### config.mk
export PLATFORM = sky130hd
export DESIGN_NAME = lsu_mem_stage
export DESIGN_NICKNAME = d
export VERILOG_FILES = /design/src/rtl/lsu_mem_stage_pkg.sv /design/src/rtl/lsu_addr_check.sv /design/src/rtl/lsu_mem_stage.sv
export SDC_FILE = /design/constraint.sdc
export NUM_CORES = 1
export LEC_CHECK = 0
export CORE_ASPECT_RATIO = 1.25
export CORE_MARGIN = 2
export CORE_UTILIZATION = 45
export DETAILED_ROUTE_END_ITERATION = 6
export PLACE_DENSITY = 0.85
export SLEW_MARGIN = 5
export SYNTH_ARGS = -nofsm -noshare
export SYNTH_HDL_FRONTEND = slang
export SYNTH_SLANG_ARGS = --single-unit
### constraint.sdc
create_clock -name clk -period 9.5 [get_ports clk]
set_input_delay 1.9 -clock clk [delete_from_list [all_inputs] [get_ports clk]]
set_output_delay 1.9 -clock clk [all_outputs]
set_load 0.02 [all_outputs]
### src/rtl/lsu_mem_stage_pkg.sv
// Shared definitions for the memory stage: instruction encodings, exception causes, FSM states.
package lsu_mem_stage_pkg;

  localparam logic [63:0] inst_LB  = 64'h1 << 10;
  localparam logic [63:0] inst_LH  = 64'h1 << 11;
  localparam logic [63:0] inst_LW  = 64'h1 << 12;
  localparam logic [63:0] inst_LBU = 64'h1 << 13;
  localparam logic [63:0] inst_LHU = 64'h1 << 14;
  localparam logic [63:0] inst_SB  = 64'h1 << 15;
  localparam logic [63:0] inst_SH  = 64'h1 << 16;
  localparam logic [63:0] inst_SW  = 64'h1 << 17;

  localparam logic [63:0] NOP_INST_ENC = 64'h0;

  localparam logic [3:0] CAUSE_LOAD_MISALIGN  = 4'd4;
  localparam logic [3:0] CAUSE_LOAD_FAULT     = 4'd5;
  localparam logic [3:0] CAUSE_STORE_MISALIGN = 4'd6;
  localparam logic [3:0] CAUSE_STORE_FAULT    = 4'd7;

  typedef enum logic [0:0] {
    StIdle,
    StIssue
  } lsu_state_e;

  typedef enum logic [1:0] {
    SizeNone,
    SizeByte,
    SizeHalf,
    SizeWord
  } acc_size_e;

endpackage

### src/rtl/lsu_addr_check.sv
// Combinational effective-address adder, load/store classification and exception checks.
module lsu_addr_check
  import lsu_mem_stage_pkg::*;
#(
  parameter int unsigned MEM_BYTES = 16384
) (
  input  logic [63:0] inst,
  input  logic [31:0] base,
  input  logic [11:0] offset,
  output logic [31:0] ea,
  output logic        is_load,
  output logic        is_store,
  output logic        misaligned,
  output logic        fault,
  output logic [3:0]  cause
);

  acc_size_e size;

  always_comb begin
    ea       = base + {{20{offset[11]}}, offset};
    is_load  = 1'b0;
    is_store = 1'b0;
    size     = SizeNone;
    case (inst)
      inst_LB, inst_LBU: begin is_load  = 1'b1; size = SizeByte; end
      inst_LH, inst_LHU: begin is_load  = 1'b1; size = SizeHalf; end
      inst_LW:           begin is_load  = 1'b1; size = SizeWord; end
      inst_SB:           begin is_store = 1'b1; size = SizeByte; end
      inst_SH:           begin is_store = 1'b1; size = SizeHalf; end
      inst_SW:           begin is_store = 1'b1; size = SizeWord; end
      default:           ;
    endcase

    misaligned = ((size == SizeHalf) && ea[0]) || ((size == SizeWord) && (ea[1:0] != 2'b00));
    fault      = (ea >= MEM_BYTES);

    // Misalignment outranks the bounds fault.
    if (is_load) begin
      cause = misaligned ? CAUSE_LOAD_MISALIGN : CAUSE_LOAD_FAULT;
    end else begin
      cause = misaligned ? CAUSE_STORE_MISALIGN : CAUSE_STORE_FAULT;
    end
  end

endmodule

### src/rtl/lsu_mem_stage.sv
// Memory-stage controller: accepts one load/store, issues it to data memory for one window,
// returns load data as a registered pulse or reports an address exception instead.
module lsu_mem_stage
  import lsu_mem_stage_pkg::*;
#(
  parameter int unsigned MEM_BYTES = 16384,
  parameter logic [63:0] NOP_INST  = NOP_INST_ENC
) (
  input  logic        clk,
  input  logic        reset,
  input  logic        req_valid,
  output logic        req_ready,
  input  logic [63:0] req_inst,
  input  logic [31:0] req_base,
  input  logic [11:0] req_offset,
  input  logic [31:0] req_store_data,
  input  logic [4:0]  req_rd,
  output logic [63:0] mem_inst,
  output logic [31:0] mem_address,
  output logic [31:0] mem_store_data,
  input  logic [31:0] mem_load_data,
  input  logic        mem_ld_avail,
  input  logic        mem_sd_avail,
  output logic        wb_valid,
  output logic [4:0]  wb_rd,
  output logic [31:0] wb_data,
  output logic        exc_valid,
  output logic [3:0]  exc_cause,
  output logic [31:0] exc_addr,
  output logic        busy
);

  lsu_state_e  state_q, state_d;
  logic        is_load_q, is_load_d;
  logic [4:0]  rd_q, rd_d;
  logic [63:0] mem_inst_q, mem_inst_d;
  logic [31:0] mem_address_q, mem_address_d;
  logic [31:0] mem_store_data_q, mem_store_data_d;
  logic        wb_valid_q, wb_valid_d;
  logic [4:0]  wb_rd_q, wb_rd_d;
  logic [31:0] wb_data_q, wb_data_d;
  logic        exc_valid_q, exc_valid_d;
  logic [3:0]  exc_cause_q, exc_cause_d;
  logic [31:0] exc_addr_q, exc_addr_d;

  logic [31:0] ea;
  logic        is_load, is_store, misaligned, fault;
  logic [3:0]  cause;

  lsu_addr_check #(
    .MEM_BYTES (MEM_BYTES)
  ) u_addr_check (
    .inst       (req_inst),
    .base       (req_base),
    .offset     (req_offset),
    .ea         (ea),
    .is_load    (is_load),
    .is_store   (is_store),
    .misaligned (misaligned),
    .fault      (fault),
    .cause      (cause)
  );

  always_comb begin
    state_d          = state_q;
    is_load_d        = is_load_q;
    rd_d             = rd_q;
    mem_inst_d       = mem_inst_q;
    mem_address_d    = mem_address_q;
    mem_store_data_d = mem_store_data_q;
    wb_valid_d       = 1'b0;
    wb_rd_d          = wb_rd_q;
    wb_data_d        = wb_data_q;
    exc_valid_d      = 1'b0;
    exc_cause_d      = exc_cause_q;
    exc_addr_d       = exc_addr_q;

    unique case (state_q)
      StIdle: begin
        // Non-memory instructions are consumed here with no side effects.
        if (req_valid && (is_load || is_store)) begin
          if (misaligned || fault) begin
            exc_valid_d = 1'b1;
            exc_cause_d = cause;
            exc_addr_d  = ea;
          end else begin
            state_d          = StIssue;
            is_load_d        = is_load;
            rd_d             = req_rd;
            mem_inst_d       = req_inst;
            mem_address_d    = ea;
            mem_store_data_d = req_store_data;
          end
        end
      end
      StIssue: begin
        if (is_load_q && mem_ld_avail) begin
          wb_valid_d = 1'b1;
          wb_rd_d    = rd_q;
          wb_data_d  = mem_load_data;
          state_d    = StIdle;
          mem_inst_d = NOP_INST;
        end else if (!is_load_q && mem_sd_avail) begin
          state_d    = StIdle;
          mem_inst_d = NOP_INST;
        end
      end
      default: begin
        state_d    = StIdle;
        mem_inst_d = NOP_INST;
      end
    endcase
  end

  always_ff @(posedge clk) begin
    if (reset) begin
      state_q          <= StIdle;
      is_load_q        <= 1'b0;
      rd_q             <= 5'd0;
      mem_inst_q       <= NOP_INST;
      mem_address_q    <= 32'd0;
      mem_store_data_q <= 32'd0;
      wb_valid_q       <= 1'b0;
      wb_rd_q          <= 5'd0;
      wb_data_q        <= 32'd0;
      exc_valid_q      <= 1'b0;
      exc_cause_q      <= 4'd0;
      exc_addr_q       <= 32'd0;
    end else begin
      state_q          <= state_d;
      is_load_q        <= is_load_d;
      rd_q             <= rd_d;
      mem_inst_q       <= mem_inst_d;
      mem_address_q    <= mem_address_d;
      mem_store_data_q <= mem_store_data_d;
      wb_valid_q       <= wb_valid_d;
      wb_rd_q          <= wb_rd_d;
      wb_data_q        <= wb_data_d;
      exc_valid_q      <= exc_valid_d;
      exc_cause_q      <= exc_cause_d;
      exc_addr_q       <= exc_addr_d;
    end
  end

  assign req_ready      = (state_q == StIdle);
  assign busy           = (state_q != StIdle);
  assign mem_inst       = mem_inst_q;
  assign mem_address    = mem_address_q;
  assign mem_store_data = mem_store_data_q;
  assign wb_valid       = wb_valid_q;
  assign wb_rd          = wb_rd_q;
  assign wb_data        = wb_data_q;
  assign exc_valid      = exc_valid_q;
  assign exc_cause      = exc_cause_q;
  assign exc_addr       = exc_addr_q;

endmodule

### Word level (Yosys, flattened, before mapping)

Cells that the tools add are included.

| word-level totals | value |
|---|---|
| flip-flop bits (word level) | 210 |
| input bits | 182 |
| output and inout bits | 205 |
| logic and storage cells | 69 |

| cells by class | value |
|---|---|
| $add $sub $neg | 1 |
| magnitude comparators | 1 |
| equal/unequal tests | 13 |
| mux-type cells | 18 |
| bitwise logic cells | 3 |
| reduce and logical (&&, ||, !) cells | 21 |

Operators with widths:

| cell | count |
|---|---|
| $mux 64 | 4 |
| $pmux 64 s2 | 1 |
| $eq 64x11->1 const B | 1 |
| $eq 64x12->1 const B | 1 |
| $eq 64x13->1 const B | 1 |
| $eq 64x14->1 const B | 1 |
| $eq 64x15->1 const B | 1 |
| $eq 64x16->1 const B | 1 |
| $eq 64x17->1 const B | 1 |
| $eq 64x18->1 const B | 1 |
| $add 32x32->32 | 1 |
| $ge 32x15->1 const B | 1 |
| $reduce_or 3->1 | 4 |
| $mux 1 | 10 |
| $reduce_and 3->1 | 3 |
| $pmux 2 s3 | 1 |
| $logic_and 1x1->1 | 5 |
| $reduce_or 5->1 | 1 |
| $eq 2x2->1 const B | 2 |
| $mux 4 | 1 |
| $reduce_or 2->1 | 2 |
| $logic_or 1x1->1 | 3 |
| $ne 3x1->1 const B | 1 |
| $not 1->1 | 3 |
| 6 further kinds | 6 |

### Logic depth before layout (Yosys ltp)

| depth | value |
|---|---|
| depth after elaboration | 10 |
| gate-level depth with buffers | 15 |
| depth with buffers taken out | 12 |

### By module

From an unflattened synthesis, not the netlist that was laid out.

| unflattened totals | value |
|---|---|
| cell total of the unflattened synthesis | 1,318 |
| area, all modules | 10,880.4 um^2 |

Modules (own cells, without submodules):

| module | times used | cells each | area each (um^2) | seq. area each (um^2) |
|---|---|---|---|---|
| lsu_mem_stage | 1 | 968 | 8,478.1 | 4,204.0 |
| lsu_addr_check | 1 | 350 | 2,402.3 | 0.0 |

### Worst setup path before layout

No wires, ideal clock.

| path | value |
|---|---|
| path kind | input to register |
| start | input port req_base[15] |
| end | register exc_addr_q[12], in the netlist exc_addr[12] |
| library setup time | 0.121 ns |
| arrival | 4.990 ns |
| required time | 9.379 ns |
| setup slack | 4.389 ns |
| cell stages on the path | 13 |
| path buffers | 3 |
| cells stage by stage | ha_1 buf_6 a21oi_2 o21ai_2 a221o_1 a221o_1 or3_4 a2111oi_4 and4_1 buf_4 a31o_2 buf_6 mux2_2 |

| on the way | value |
|---|---|
| cells in the longest elaborated chain, start to end | 4 |

Ends and longest elaborated chain:

| element | RTL line | RTL |
|---|---|---|
| from (decl) | lsu_mem_stage.sv:14 | `input logic [31:0] req_base,` |
| $add 32x32->32 | lsu_addr_check.sv:21 | `ea = base + {{20{offset[11]}}, offset};` |
| $ge 32x15->1 | lsu_addr_check.sv:36 | `fault = (ea >= MEM_BYTES);` |
| $logic_or 1x1->1 | lsu_mem_stage.sv:82 | `if (misaligned \|\| fault) begin` |
| $reduce_and 3->1 (no line) | n/a |  |
| to (signal assigned) | lsu_mem_stage.sv:141 | `exc_addr_q <= exc_addr_d;` |
| to (decl) | lsu_mem_stage.sv:44 | `logic [31:0] exc_addr_q, exc_addr_d;` |

Every way passes these cells.
A chain may end at the register's enable or synchronous reset.

### Worst setup path in the final report

| path | value |
|---|---|
| start | input port req_offset[11] |
| end | register mem_address_q[4], in the netlist mem_address[4] |

| on the way | value |
|---|---|
| cells in the longest elaborated chain, start to end | 5 |

Ends and longest elaborated chain:

| element | RTL line | RTL |
|---|---|---|
| from (decl) | lsu_mem_stage.sv:15 | `input logic [11:0] req_offset,` |
| $add 32x32->32 | lsu_addr_check.sv:21 |  |
| $ge 32x15->1 | lsu_addr_check.sv:36 |  |
| $logic_or 1x1->1 | lsu_mem_stage.sv:82 |  |
| $not 1->1 (no line) | n/a |  |
| $reduce_and 3->1 (no line) | n/a |  |
| to (signal assigned) | lsu_mem_stage.sv:134 | `mem_address_q <= mem_address_d;` |
| to (decl) | lsu_mem_stage.sv:37 | `logic [31:0] mem_address_q, mem_address_d;` |

Every way passes these cells.

==> summary.md <==
| Metric | Value |
|---|---|
| Outcome | finished, final reports clean |
| Post-synthesis sequential area ratio | 42.2% |
| Simple-Gate Fraction of Synth Area | 23.7% |
| Reg clk slew, reported paths | 60 ps |
| IR Drop Worst-Case VDD | 0.000136 V |
| WP data required | 9890 ps |
| Worst Skew | 24.6 ps |
| CTS tree | done |
| Ys flop type | dfxtp_1 |
| Worst setup EP type | flop |
| DRC | 0 |
| Leakage power | 5.52 nW |
| Die Area | 23300 µm² |
| Placed insts | 1715 |
| Yosys reg bits | 209 |
| Buffers added on ports | 385 |
| Largest family of logic cells by synthesized area | simple AND/OR/NAND/NOR gates |
| Complex-gate fraction of the synthesized area | 17.6% |
| Antenna viol nets, final | 0 |
| 1st-iter DRT viols | 628 |
| Worst slew pin tran | 1050 ps |
| Place WS | 2570 ps |
| XOR/XNOR Fraction of Synth Area | 2.03% |
| CP peak stage delay | 750 ps |
| Ys async rst share | 0% |
| CTS max path bufs | 3 |
| Die span in x | 137 µm |
| Initial antenna violation count | 0 |
| Num CTS Buffers | 22 |
| Hold path depth | 2 |
| Rel. slew slack | 29.8% |
| Post-route clock period utilization | 68.0% |
| GRT Total Usage | 27.0% |
| RePlAce Congestion | 0.912 |
| Max-capacitance violation count | 0 |
| Synth cell types | 65 |
| Adder-Cell Fraction of Synth Area | 4.11% |
| Clock sinks | 209 |
| Fin crit period | 6460 ps |
| Post_cts resized | 0 |
| HPWL after detailed placement | 24200 µm |
| CTS Root Cell | clkbuf_16 |
| Core Footprint | 21600 µm² |
| Vias in the first global route | 9195 |
| Pins Over Slew Limit | 0 |
| Post-Synthesis Cells | 1132 |
| Hold path startpoint | exc_cause[2] |
| Wire per inst | 18.9 µm |
| Sequence of cells on the critical path | clkdlybuf4s50_1 -> buf_4 -> ha_1 -> a21oi_1 -> o21ai_0 -> a21oi_1 -> a21oi_1 -> or3_1 -> a221oi_1 -> and4_2 -> buf_4 -> nand3_4 -> mux2_1 |
| Fin util | 67.4% |
| Worst hold endpoint | exc_cause[2] |
| Setup TNS | 0 ps |
| Gr ovfl total | 0 |
| Final nets | 1674 |
| Critical Path Most Common Cell | a21oi_1 |
| Reg-to-Reg Start | busy |
| CP arrival | 6850 ps |
| Mapped cell area | 9920 µm² |
| Area delta synth->final | 46.8% |
| PD cells | 141 nW/µm² |
| Reg2reg end | mem_address[4] |
| Worst-path cell with the longest stage delay | nand3_4 |
| Share of cells above drive strength 1 | 5.49% |
| Vias per inst | 5.59 |
| Drt first pass iters | 6 |
| Io pins | 387 |
| Starting Density | 45.9% |
| Critical path launch point type | input pin |
| H-tree depth | 1 |
| Fmax | 0.155 GHz |
| First-pass GRT wire length | 49900 µm |
| Number of synthesized flops with an enable pin | 0 |
| Largest net degree at the start of global routing | 105 |
| Latest clock arrival within the worst-skew pair | 510 ps |
| Post-Syn Nets | 1346 |
| Total wire length | 33100 µm |
| Synth warn | 0 |
| Hold Violations, Final | 0 |
| Post-CTS Setup Inserts | 0 |
| Setup Viol. Count Final | 0 |
| Rows | 60 |
| Post-CTS Hold Fix Bufs | 0 |
| Commonest cells after routing, fill and taps aside | 384 x clkdlybuf4s50_1, 209 x dfxtp_1, 123 x nand2_1, 113 x a21oi_1, 63 x and3_1 |
| Ant diodes | 0 |
| Critical path start-end classification | in -> reg |
| Most common cell after layout, fill and taps aside | clkdlybuf4s50_1 |
| Die extent in y | 170 µm |
| Non-Filler Instances | 1754 |
| Via Count | 9804 |
| R2r worst-path depth | 6 |
| Worst Path Max Fanout | 79 |
| RSZ-0062 raised after global routing | no |
| Post-Syn Area per Cell | 8.77 µm² |
| Worst R2R Setup Slack | 6920 ps |
| Mux cell area share after synthesis | 5.62% |
| Hold Path Class | reg -> reg |
| Final setup margin | 3040 ps |
worst max path at each step:
| stage | start | end | depth (start not counted) |
|---|---|---|---|
| floorplan | req_base[15] | exc_addr[12] | 13 |
| global placement | req_offset[11] | mem_address[4] | 13 |
| detailed placement | req_offset[11] | mem_address[4] | 13 |
| CTS | req_offset[11] | mem_address[4] | 13 |
| finish | req_offset[11] | mem_address[4] | 13 |
| global route | req_offset[11] | mem_address[4] | 13 |
power by group:
group          internal, W             switching (W)  leakage (nW)
Clock             0.000518                  0.000359         0.363
Sequential        0.000876  0.0000000000000000000272          1.68
Combinational     0.000140                  0.000154          3.48
synth_stat cells (9+ instances only):
master / instances / area (µm²)
a211oi_1: 15 / 113
a21o_1: 9 / 67.6
a21oi_1: 113 / 566
and3_1: 63 / 394
buf_2: 10 / 50.1
clkbuf_1: 69 / 259
dfxtp_1: 209 / 4180
ha_1: 31 / 388
inv_1: 15 / 56.3
mux2_2: 11 / 124
mux2i_1: 40 / 400
nand2_1: 123 / 462
nand2b_1: 57 / 357
nand3_1: 12 / 60.1
nand4_1: 48 / 300
nor2_1: 36 / 135
nor2b_1: 14 / 87.6
nor3_1: 14 / 70.1
nor3b_1: 19 / 143
nor4_1: 16 / 100
o211ai_1: 10 / 75.1
o21ai_0: 38 / 190
o31ai_1: 38 / 285
xnor2_1: 10 / 87.6
xor2_1: 13 / 114
layer usage:
layer / routed length (µm) / part of all wire, % / GRT usage (%)
met4: 1510 / 4.6 / 11.4
met5: 0 / 0 / 0
met3: 2010 / 6.1 / 4.83
met2: 15900 / 48 / 46.4
met1: 13700 / 41 / 33.0
worst max-delay path, delay by kind of cell:
family,cells,cell delay [ps]
mux,1,590
compound gates,5,1350
fa+ha+maj,1,380
buf+inv,3,1140
simple gates,3,1410
kinds of logic after synthesis:
group / after synthesis
buffers and inverters: 108
muxes: 54
xor gates and xnor gates: 23
DFF: 209
other: 1
AOI/OAI and AO/OA: 274
adders and majority gates: 32
and+or+nand+nor: 431
sequential cells by signal (all words and copies together), names as in the netlist:
signal / cells
busy: 1
exc_addr: 32
exc_cause: 3
exc_valid: 1
is_load_q: 1
mem_address: 32
mem_inst: 64
mem_store_data: 32
rd_q: 5
wb_data: 32
wb_rd: 5
wb_valid: 1
layout make-up:
cell class / count / area [µm²]
clock buffer: 30 / 662
clock inverter: 9 / 88.8
fill: 1726 / 7060
inverter: 15 / 56.3
multi-input combinational: 815 / 5280
sequential: 209 / 4180
tap: 279 / 349
timing repair buffer: 397 / 3940
per-stage QoR:
step / cell area [µm²] / hold WS, ps / power, W
4_1_cts: 14600 / 449 / 0.00206
3_5_place_dp: 13800 / 439 / 0.00118
3_3_place_gp: 13800 / 439 / 0.00118
5_1_grt: 14600 / 469 / 0.00212
2_1_floorplan: 9920 / 432 / 0.00106
6_report: 14600 / 446 / 0.00205
Note: power is estimated with default switching activity, not from simulation.
